File: config.mk
export PLATFORM = sky130hd
export DESIGN_NAME = mdu_iterative_flat
export DESIGN_NICKNAME = d
export VERILOG_FILES = /design/src/rtl/mdu_if.sv /design/src/rtl/mdu_iterative.sv /design/src/flat_wrapper.sv
export SDC_FILE = /design/constraint.sdc
export NUM_CORES = 1
export LEC_CHECK = 0
export BUFFER_PORTS_ARGS = -buffer_cell sky130_fd_sc_hd__clkbuf_2
export CORE_MARGIN = 2
export CORE_UTILIZATION = 44
export CTS_BUF_LIST = sky130_fd_sc_hd__clkbuf_8
export DETAILED_ROUTE_END_ITERATION = 16
export GPL_ROUTABILITY_DRIVEN = 0
export SKIP_CTS_REPAIR_TIMING = 1
export SLEW_MARGIN = 20
export SYNTH_ARGS = -nofsm -noshare
export SYNTH_HDL_FRONTEND = slang
export SYNTH_SLANG_ARGS = --single-unit
File: constraint.sdc
create_clock -name clk -period 10 [get_ports clk]
set_clock_uncertainty 0.05 [all_clocks]
set_input_delay 1 -clock clk [delete_from_list [all_inputs] [get_ports clk]]
set_output_delay 1 -clock clk [all_outputs]
set_load 0.02 [all_outputs]
File: src/rtl/mdu_if.sv
// Purpose : operand/result bundle between the execute stage and the iterative MDU.
// Latency : n/a (wiring only); the MDU defines timing.
// Backpressure: none; start is only taken while the unit is idle, busy tells the pipeline to stall.
// Ports   : start, abort, funct3, MDU_in_X, MDU_in_Y (to MDU); MDU_out_S, busy, done (from MDU).
interface mdu_if #(
  parameter int WIDTH = 32
);
  logic             start;
  logic             abort;
  logic [2:0]       funct3;
  logic [WIDTH-1:0] MDU_in_X;
  logic [WIDTH-1:0] MDU_in_Y;
  logic [WIDTH-1:0] MDU_out_S;
  logic             busy;
  logic             done;

  modport master (
    output start, abort, funct3, MDU_in_X, MDU_in_Y,
    input  MDU_out_S, busy, done
  );

  modport slave (
    input  start, abort, funct3, MDU_in_X, MDU_in_Y,
    output MDU_out_S, busy, done
  );
endinterface

File: src/rtl/mdu_iterative.sv
// Purpose : iterative RV32M multiply/divide (shift-add multiply, restoring divide).
// Latency : done WIDTH+2 edges after the accepting edge; divide-by-zero/overflow 1 edge.
// Backpressure: start ignored unless idle; busy stalls the pipeline; abort cancels CALC/FIX.
// Ports   : clk, rst_n (sync, active-low); mdu (slave): start, abort, funct3, MDU_in_X,
//           MDU_in_Y in; MDU_out_S (held until next result), busy, done (1-cycle pulse) out.
module mdu_iterative #(
  parameter int WIDTH = 32
) (
  input logic  clk,
  input logic  rst_n,
  mdu_if.slave mdu
);
  localparam int CW = $clog2(WIDTH);
  localparam logic [WIDTH-1:0] MIN_NEG = {1'b1, {(WIDTH-1){1'b0}}};

  typedef enum logic [1:0] {S_IDLE, S_CALC, S_FIX, S_DONE} state_t;
  state_t state, state_nxt;

  logic [2:0]         op;
  logic               neg_q;     // product or quotient must be negated
  logic               neg_r;     // remainder takes the dividend sign
  logic [WIDTH-1:0]   opb;       // |Y|: multiplicand addend or divisor
  logic [2*WIDTH-1:0] acc;       // multiply: {product hi, multiplier/product lo}; divide: {rem, quot}
  logic [CW-1:0]      cnt;
  logic [WIDTH-1:0]   res;
  logic [WIDTH-1:0]   out_q;
  logic               done_q;

  // Input decode, used only in IDLE.
  logic             in_div, x_signed, y_signed, sx, sy, div_zero, div_ovf, special, accept;
  logic [WIDTH-1:0] x_mag, y_mag, special_res;

  always_comb begin
    in_div   = mdu.funct3[2];
    x_signed = (mdu.funct3 == 3'b001) || (mdu.funct3 == 3'b010) || (in_div && !mdu.funct3[0]);
    y_signed = (mdu.funct3 == 3'b001) || (in_div && !mdu.funct3[0]);
    sx       = x_signed && mdu.MDU_in_X[WIDTH-1];
    sy       = y_signed && mdu.MDU_in_Y[WIDTH-1];
    x_mag    = sx ? -mdu.MDU_in_X : mdu.MDU_in_X;
    y_mag    = sy ? -mdu.MDU_in_Y : mdu.MDU_in_Y;
    div_zero = in_div && (mdu.MDU_in_Y == '0);
    div_ovf  = in_div && !mdu.funct3[0] && (mdu.MDU_in_X == MIN_NEG) && (mdu.MDU_in_Y == '1);
    special  = div_zero || div_ovf;
    // funct3[1] separates REM(U) from DIV(U)
    if (div_zero) special_res = mdu.funct3[1] ? mdu.MDU_in_X : '1;
    else          special_res = mdu.funct3[1] ? '0 : MIN_NEG;
    accept   = (state == S_IDLE) && mdu.start && !mdu.abort;
  end

  // One iteration of each algorithm.
  logic [WIDTH:0]     mul_sum, div_trial;
  logic [2*WIDTH-1:0] mul_next, div_next;

  always_comb begin
    mul_sum   = {1'b0, acc[2*WIDTH-1:WIDTH]} + {1'b0, opb};
    mul_next  = acc[0] ? {mul_sum, acc[WIDTH-1:1]} : {1'b0, acc[2*WIDTH-1:1]};
    // Trial subtract of the divisor from {rem, next dividend bit}; keep it if no borrow.
    div_trial = acc[2*WIDTH-1:WIDTH-1] - {1'b0, opb};
    div_next  = div_trial[WIDTH] ? {acc[2*WIDTH-2:0], 1'b0}
                                 : {div_trial[WIDTH-1:0], acc[WIDTH-2:0], 1'b1};
  end

  // Sign correction and result select.
  logic [2*WIDTH-1:0] prod_fix;
  logic [WIDTH-1:0]   quot_raw, rem_raw, quot_fix, rem_fix, fix_res;

  always_comb begin
    prod_fix = neg_q ? -acc : acc;
    quot_raw = acc[WIDTH-1:0];
    rem_raw  = acc[2*WIDTH-1:WIDTH];
    quot_fix = neg_q ? -quot_raw : quot_raw;
    rem_fix  = neg_r ? -rem_raw : rem_raw;
    case (op)
      3'b000:                 fix_res = prod_fix[WIDTH-1:0];
      3'b001, 3'b010, 3'b011: fix_res = prod_fix[2*WIDTH-1:WIDTH];
      3'b100, 3'b101:         fix_res = quot_fix;
      default:                fix_res = rem_fix;
    endcase
  end

  always_ff @(posedge clk) begin
    if (!rst_n) state <= S_IDLE;
    else        state <= state_nxt;
  end

  always_comb begin
    state_nxt = state;
    case (state)
      S_IDLE: if (accept) state_nxt = special ? S_DONE : S_CALC;
      S_CALC: begin
        if (mdu.abort)        state_nxt = S_IDLE;
        else if (cnt == '0)   state_nxt = S_FIX;
      end
      S_FIX:  state_nxt = mdu.abort ? S_IDLE : S_DONE;
      S_DONE: state_nxt = S_IDLE;
      default: state_nxt = S_IDLE;
    endcase
  end

  always_ff @(posedge clk) begin
    if (!rst_n) begin
      op     <= '0;
      neg_q  <= 1'b0;
      neg_r  <= 1'b0;
      opb    <= '0;
      acc    <= '0;
      cnt    <= '0;
      res    <= '0;
      out_q  <= '0;
      done_q <= 1'b0;
    end else begin
      done_q <= 1'b0;
      case (state)
        S_IDLE: if (accept) begin
          op    <= mdu.funct3;
          neg_q <= sx ^ sy;
          neg_r <= sx;
          opb   <= y_mag;
          acc   <= {{WIDTH{1'b0}}, x_mag};
          cnt   <= CW'(WIDTH - 1);
          if (special) res <= special_res;
        end
        S_CALC: if (!mdu.abort) begin
          acc <= op[2] ? div_next : mul_next;
          cnt <= cnt - 1'b1;
        end
        S_FIX:  res <= fix_res;
        S_DONE: begin
          out_q  <= res;
          done_q <= 1'b1;
        end
        default: ;
      endcase
    end
  end

  assign mdu.MDU_out_S = out_q;
  assign mdu.done      = done_q;
  assign mdu.busy      = (state == S_CALC) || (state == S_FIX);
endmodule

File: src/flat_wrapper.sv
// flat-port wrapper written by rule: the top's interface ports become plain ports
module mdu_iterative_flat 
#(
  parameter int WIDTH = 32
)
  (clk, rst_n, mdu_start, mdu_abort, mdu_funct3, mdu_MDU_in_X, mdu_MDU_in_Y, mdu_MDU_out_S, mdu_busy, mdu_done);
  mdu_if #(.WIDTH(WIDTH)) mdu_i ();
  input logic clk;
  input logic rst_n;
  input wire logic [$bits(mdu_i.start)-1:0] mdu_start;
  input wire logic [$bits(mdu_i.abort)-1:0] mdu_abort;
  input wire logic [$bits(mdu_i.funct3)-1:0] mdu_funct3;
  input wire logic [$bits(mdu_i.MDU_in_X)-1:0] mdu_MDU_in_X;
  input wire logic [$bits(mdu_i.MDU_in_Y)-1:0] mdu_MDU_in_Y;
  output wire logic [$bits(mdu_i.MDU_out_S)-1:0] mdu_MDU_out_S;
  output wire logic [$bits(mdu_i.busy)-1:0] mdu_busy;
  output wire logic [$bits(mdu_i.done)-1:0] mdu_done;
  assign mdu_i.start = mdu_start;
  assign mdu_i.abort = mdu_abort;
  assign mdu_i.funct3 = mdu_funct3;
  assign mdu_i.MDU_in_X = mdu_MDU_in_X;
  assign mdu_i.MDU_in_Y = mdu_MDU_in_Y;
  assign mdu_MDU_out_S = mdu_i.MDU_out_S;
  assign mdu_busy = mdu_i.busy;
  assign mdu_done = mdu_i.done;
  mdu_iterative #(.WIDTH(WIDTH)) u_core (.clk(clk), .rst_n(rst_n), .mdu(mdu_i));
endmodule
# Yosys cells after proc, flatten, opt, wreduce, memory -nomap -nowiden
# Cells that the tools add are included.
dict set report totals {
  regBits 173
  latch_bits 0
  ram_bits 0
  romBits 0
  input_bits 71
  output_inout_bits 34
  word_cells 90
  memories 0
}
dict set report op_classes {
  add_sub_neg 8
  n_mul 0
  div_mod_pow 0
  magnitude_cmp 0
  eq_ne 16
  shifts 0
  mux 28
  n_bitwise 1
  n_reduce_logical 27
}
# op n
set ops {}
lappend ops {{two-way mux 64 bit} 6}
lappend ops {{two-way mux 32 bit} 9}
lappend ops {{negator 32 bit} 4}
lappend ops {{one-hot mux 64 bit (2 select lines)} 1}
lappend ops {{one-hot mux 32 bit (3 select lines)} 1}
lappend ops {{== test 32 bit, second input constant} 2}
lappend ops {{negator 64 bit} 1}
lappend ops {{one-hot mux 32 bit (2 select lines)} 1}
lappend ops {{adder 32 x 32 -> 33 bit} 1}
lappend ops {{subtractor 33 x 32 -> 33 bit} 1}
lappend ops {{logical NOT 32 bit} 1}
lappend ops {{two-way mux 2 bit} 5}
lappend ops {{two-way mux 5 bit} 2}
lappend ops {{one-hot mux 5 bit (2 select lines)} 1}
lappend ops {{== test 3 x 2 -> 1 bit, second input constant} 3}
lappend ops {{logical AND 1 bit} 8}
lappend ops {{one-hot mux 2 bit (4 select lines)} 1}
lappend ops {{== test 3 x 1 -> 1 bit, second input constant} 2}
lappend ops {{== test 3 bit, second input constant} 2}
lappend ops {{AND reduction 3 bit} 2}
lappend ops {{logical NOT 5 bit} 1}
lappend ops {{logical OR 1 bit} 5}
lappend ops {{subtractor 5 x 1 -> 5 bit, second input constant} 1}
lappend ops {{== test 2 bit, second input constant} 2}
lappend ops {{13 further kinds} 17}

# Logic depth before layout (Yosys ltp)
dict set report depth {
  ltp_word 8
  mapped_depth 15
  ltp_nobuf 13
}

# Worst setup path before layout
# OpenSTA, ideal clock, no wires.
dict set report synth_timing {
  path_kind {register to register}
  from {register u_core.acc[31]}
  to {register u_core.acc[58]}
  setup_ps 117
  t_arrival_ps 3271
  required_time_ps 9833
  path_slack_ps 6562
  path_stages_with_launch 15
  path_buffers 2
  synth_period_minus_slack_ps 3438
  path_cell_list {dfxtp_1 > inv_1 > ha_1 > fa_1 > nand2b_1 > a21oi_1 > o21ba_2 > o2111ai_1 > a21oi_1 > a31oi_1 > xnor2_1 > buf_2 > clkbuf_1 > nand3_1 > a32o_1}
}
dict set report synth_via {
  elab_chain_cells 5
}
# item line_no
set synth_rtl {}
lappend synth_rtl {{start: declaration} mdu_iterative.sv:23} ;# logic [2*WIDTH-1:0] acc;
lappend synth_rtl {{start signal: assignment} mdu_iterative.sv:119} ;# acc <= {{WIDTH{1'b0}}, x_mag};
lappend synth_rtl {{start signal: assignment} mdu_iterative.sv:124} ;# acc <= op[2] ? div_next : mul_next;
lappend synth_rtl {{subtractor 33 x 32 -> 33 bit} mdu_iterative.sv:58} ;# div_trial = acc[2*WIDTH-1:WIDTH-1] - {1'b0, opb};
lappend synth_rtl {{two-way mux 64 bit} mdu_iterative.sv:59} ;# div_next = div_trial[WIDTH] ? {acc[2*WIDTH-2:0], 1'b0}
lappend synth_rtl {{two-way mux 64 bit} mdu_iterative.sv:124}
lappend synth_rtl {{two-way mux 64 bit} mdu_iterative.sv:123} ;# S_CALC: if (!mdu.abort) begin
lappend synth_rtl {{one-hot mux 64 bit (2 select lines)} mdu_iterative.sv:113} ;# case (state)
# No other way between the ends. The select of a mux whose other input is x is not followed.
# A chain may end at the register's enable or synchronous reset.

# Final worst setup path
dict set report layout_timing {
  from {register u_core.acc[31]}
  to {register u_core.acc[50]}
}
# The elaborated chain is that of the path after synthesis.

==> results by group <==
GRT
  – Total gr overflow: 0
  – Initial antenna violation count: 0
  – Vias in the first global route: 14.5k
  – Largest net degree at the start of global routing: 72
  – Gr usage total: 0.294
  – First-pass GRT wire length: 84000 um

Detailed routing
  – Drt drc: 0
  – Vias: 16.0k
  – Wirelength per Cell: 21.1 um
  – Post-DRT Antenna Nets: 0
  – 1st-iter DRT viols: 1688
  – Drt via density: 6.19
  – Drt pass-1 iters: 5
  – Total Wirelength: 54500 um

STA
  – Fin crit share: 0.457
  – Final hold violation count: 0
  – RSZ-0062 raised after global routing: false
  – Setup_tns: 0 ps
  – Slew margin rel.: 0.256
  – Fmax: 0.219 GHz
  – Worst Tran Pin Value: 1120 ps
  – Final Max Slew Viols: 0
  – Final worst path period need: 4570 ps
  – Final setup viols: 0

CTS
  – CTS sink cnt: 173
  – Root buf cell: clkbuf_8
  – CTS Buf Count: 17
  – Worst-skew pair later-pin latency: 520 ps
  – CTS tree: yes
  – CTS H-tree depth: 4
  – Clk buf depth: 2
  – CTS clk-pin slew, worst paths: 110 ps

Synth
  – XOR/XNOR Fraction of Synth Area: 0.104
  – Compound-Gate Fraction of Synth Area: 0.281
  – Area leader, netlist: dfxtp_1
  – Adder-Cell Fraction of Synth Area: 0.0633
  – Asr flop ratio synth: 0
  – Synth cell types: 79
  – Main combinational cell family by area after synthesis: compound AO/OA/AOI/OAI gates
  – Most frequent cells after synthesis: 215 x nor2_1, 196 x nand2_1, 185 x a21oi_1
  – Synth Register Bits: 173
  – Cell with the most instances after synthesis: nor2_1
  – Post-synthesis simple-gate area fraction: 0.209
  – Register area share after synthesis: 0.224
  – Post-synthesis mux area share: 0.0598
  – Top_reg_cell synth: dfxtp_1
  – Synth Net Count: 2269
  – Synthesized cell area: 15400 um^2
  – Ys Warns: 0
  – Avg Cell Area, Syn: 7.28 um^2
  – Share of the synthesized area in the top cell type: 0.224
  – Synth Instances: 2121
  – Synth area leaders: dfxtp_1 22%, ha_1 6.1%, a21oi_1 6.0%, mux2i_1 5.8%, o21ai_0 5.4%
  – Count of flip-flops with a built-in enable after synthesis: 0

Cells and area
  – Fill count: 3568
  – Post-route insts no fill: 2579
  – Fraction of final layout cells with drive strength greater than 1: 0.0975
  – Layout area overhead: 7.35%
  – Layout net count: 2259
  – Core Util, Final: 0.480
  – Multi-input logic area: 11100 um^2
  – Sequential cell area: 3470 um^2
  – # diodes: 0

Worst setup path
  – Crit path top cell by count: a21oi_1
  – Reg2reg setup slack: 5430 ps
  – Slowest cell delay on critical path: 760 ps
  – Critical-path cell list: inv_1 -> ha_1 -> fa_1 -> nand2b_1 -> a21oi_1 -> o21ba_2 -> o2111ai_1 -> a21oi_1 -> a31oi_1 -> xnor2_2 -> buf_4 -> mux2_2 -> a21oi_1 -> o21ai_0
  – CP arrival: 4880 ps
  – Worst r2r dst: u_core.acc[50]$_SDFFE_PN0P_
  – CP Capture Type: flip-flop
  – Worst reg2reg path depth: 14
  – CP startpoint kind: flip-flop
  – Reg-to-reg startpoint: u_core.acc[31]$_SDFFE_PN0P_
  – Worst Path Max Fanout: 25
  – Crit Path Class: flip-flop to flip-flop
  – Slowest CP cell: xnor2_2
  – Worst EP required: 10320 ps

Place
  – HPWL after DPL: 40400 um
  – Placed cells: 2547
  – Port bufs: 104

Min path
  – HP Class: flip-flop to flip-flop
  – Worst Min Path Start: u_core.opb[0]$_SDFFE_PN0P_
  – Cells on Worst Hold Path: 2
  – Hold path endpoint: u_core.opb[0]$_SDFFE_PN0P_

Die
  – Starting Density: 0.447
  – DIE HEIGHT: 191 um
  – Io pins: 105
  – FP Rows: 68
  – Core area: 34500 um^2
  – Die area: 36600 um^2
  – Die Wd: 191 um

Power
  – Internal power: 0.00147 W
  – Cell leakage power: 6.32 nW
  – Cell area power density: 169 nW/um^2
  – Switching power: 0.00132 W
  – Clock share of power: 0.198
  – Switching part of the total: 0.473
  – Peak supply drop: 0.000189 V
  – Sequential share of power: 0.329
  – Gate power share: 0.472

Run status
  – Status: finished, final reports clean

Run
  – MaxCap Viol Count: 0
## critical path, delay by kind of cell, from the launching register on
family / cells / cell delay, ps
AO/OA/AOI/OAI: 7 / 1300
XOR/XNOR: 1 / 760
adder cells (fa/ha/maj): 2 / 700
buffers and inverters: 2 / 650
flip-flops: 1 / 400
multiplexers: 1 / 380
AND/OR/NAND/NOR: 1 / 200
## metal layers
layer | share of wire | track usage | vias up | wire [um]
li1 | - | - | 7670 | -
met1 | 0.46 | 0.421 | 7515 | 25200
met2 | 0.42 | 0.438 | 687 | 23000
met3 | 0.089 | 0.0582 | 81 | 4860
met4 | 0.028 | 0.0959 | 0 | 1510
met5 | 0 | 0 | - | 0
## how the worst max path moves through the flow
| stage | start | end | slack, ps | cells after the start |
|---|---|---|---|---|
| 2_1_floorplan | u_core.acc[31]$_SDFFE_PN0P_ | u_core.acc[58]$_SDFFE_PN0P_ | 6560 | 14 |
| 3_3_place_gp | mdu_MDU_in_Y[4] | u_core.res[27]$_SDFFE_PN0P_ | 5380 | 12 |
| 4_1_cts | u_core.acc[31]$_SDFFE_PN0P_ | u_core.acc[50]$_SDFFE_PN0P_ | 5430 | 14 |
| 6_report | u_core.acc[31]$_SDFFE_PN0P_ | u_core.acc[50]$_SDFFE_PN0P_ | 5430 | 14 |
| 3_5_place_dp | mdu_MDU_in_Y[4] | u_core.res[27]$_SDFFE_PN0P_ | 5300 | 12 |
| 5_1_grt | u_core.acc[31]$_SDFFE_PN0P_ | u_core.acc[50]$_SDFFE_PN0P_ | 5160 | 14 |
## cells by family after synthesis
| kind of cell | Yosys count |
|---|---|
| fa+ha+maj | 77 |
| mux | 92 |
| buf+inv | 234 |
| compound gates | 683 |
| flops | 173 |
| simple gates | 678 |
| xor+xnor | 184 |
## per-stage QoR
step	area (um^2)	hold WS [ps]	setup WS [ps]	power (W)
finish	16600	452	5430	0.00280
floorplan	15400	399	6560	0.00185
CTS	16600	449	5430	0.00276
detailed placement	16200	430	5300	0.00222
global placement	16200	422	5380	0.00220
global route	16600	477	5160	0.00295
## state kept, by name, summed over array words and instances, names as in the netlist
signal                cells
u_core.acc               64
u_core.cnt                5
u_core.mdu.MDU_out_S     32
u_core.mdu.done           1
u_core.neg_q              1
u_core.neg_r              1
u_core.op                 3
u_core.opb               32
u_core.res               32
u_core.state              2
## final cells by class
class / count / area share
multi-input combinational: 1714 / 0.671
sequential: 173 / 0.209
timing repair buffer: 128 / 0.0422
tap: 455 / 0.0343
inverter: 77 / 0.0175
clock buffer: 17 / 0.0141
clock inverter: 15 / 0.0115
## cells in the final DEF (no fill, tap or decap), drive strengths merged, types with 13 or more instances in the layout
| cell | count |
|---|---|
| nor2 | 215 |
| nand2 | 196 |
| a21oi | 185 |
| dfxtp | 173 |
| o21ai | 168 |
| clkbuf | 121 |
| xnor2 | 95 |
| mux2i | 90 |
| xor2 | 89 |
| inv | 83 |
| ha | 75 |
| nor3 | 53 |
| a211oi | 48 |
| o211ai | 38 |
| a31oi | 36 |
| nand3 | 35 |
| o31ai | 33 |
| a21o | 30 |
| nand4 | 30 |
| or3 | 24 |
| buf | 24 |
| o22ai | 23 |
| nand2b | 18 |
| nor2b | 17 |
| nor4 | 17 |
| o21a | 16 |
| or4 | 16 |
| o41ai | 16 |
| a22o | 14 |
| and2 | 13 |
## power groups by stage
stage	Sequential, W	Clock [W]	Combinational, W
after global placement	0.000929	0	0.00127
after CTS	0.000914	0.000558	0.00129
after detailed placement	0.000930	0	0.00128
after global routing	0.000930	0.000583	0.00144
final	0.000921	0.000555	0.00132
after floorplan	0.000855	0	0.000996
(Power assumes the default switching activity.)
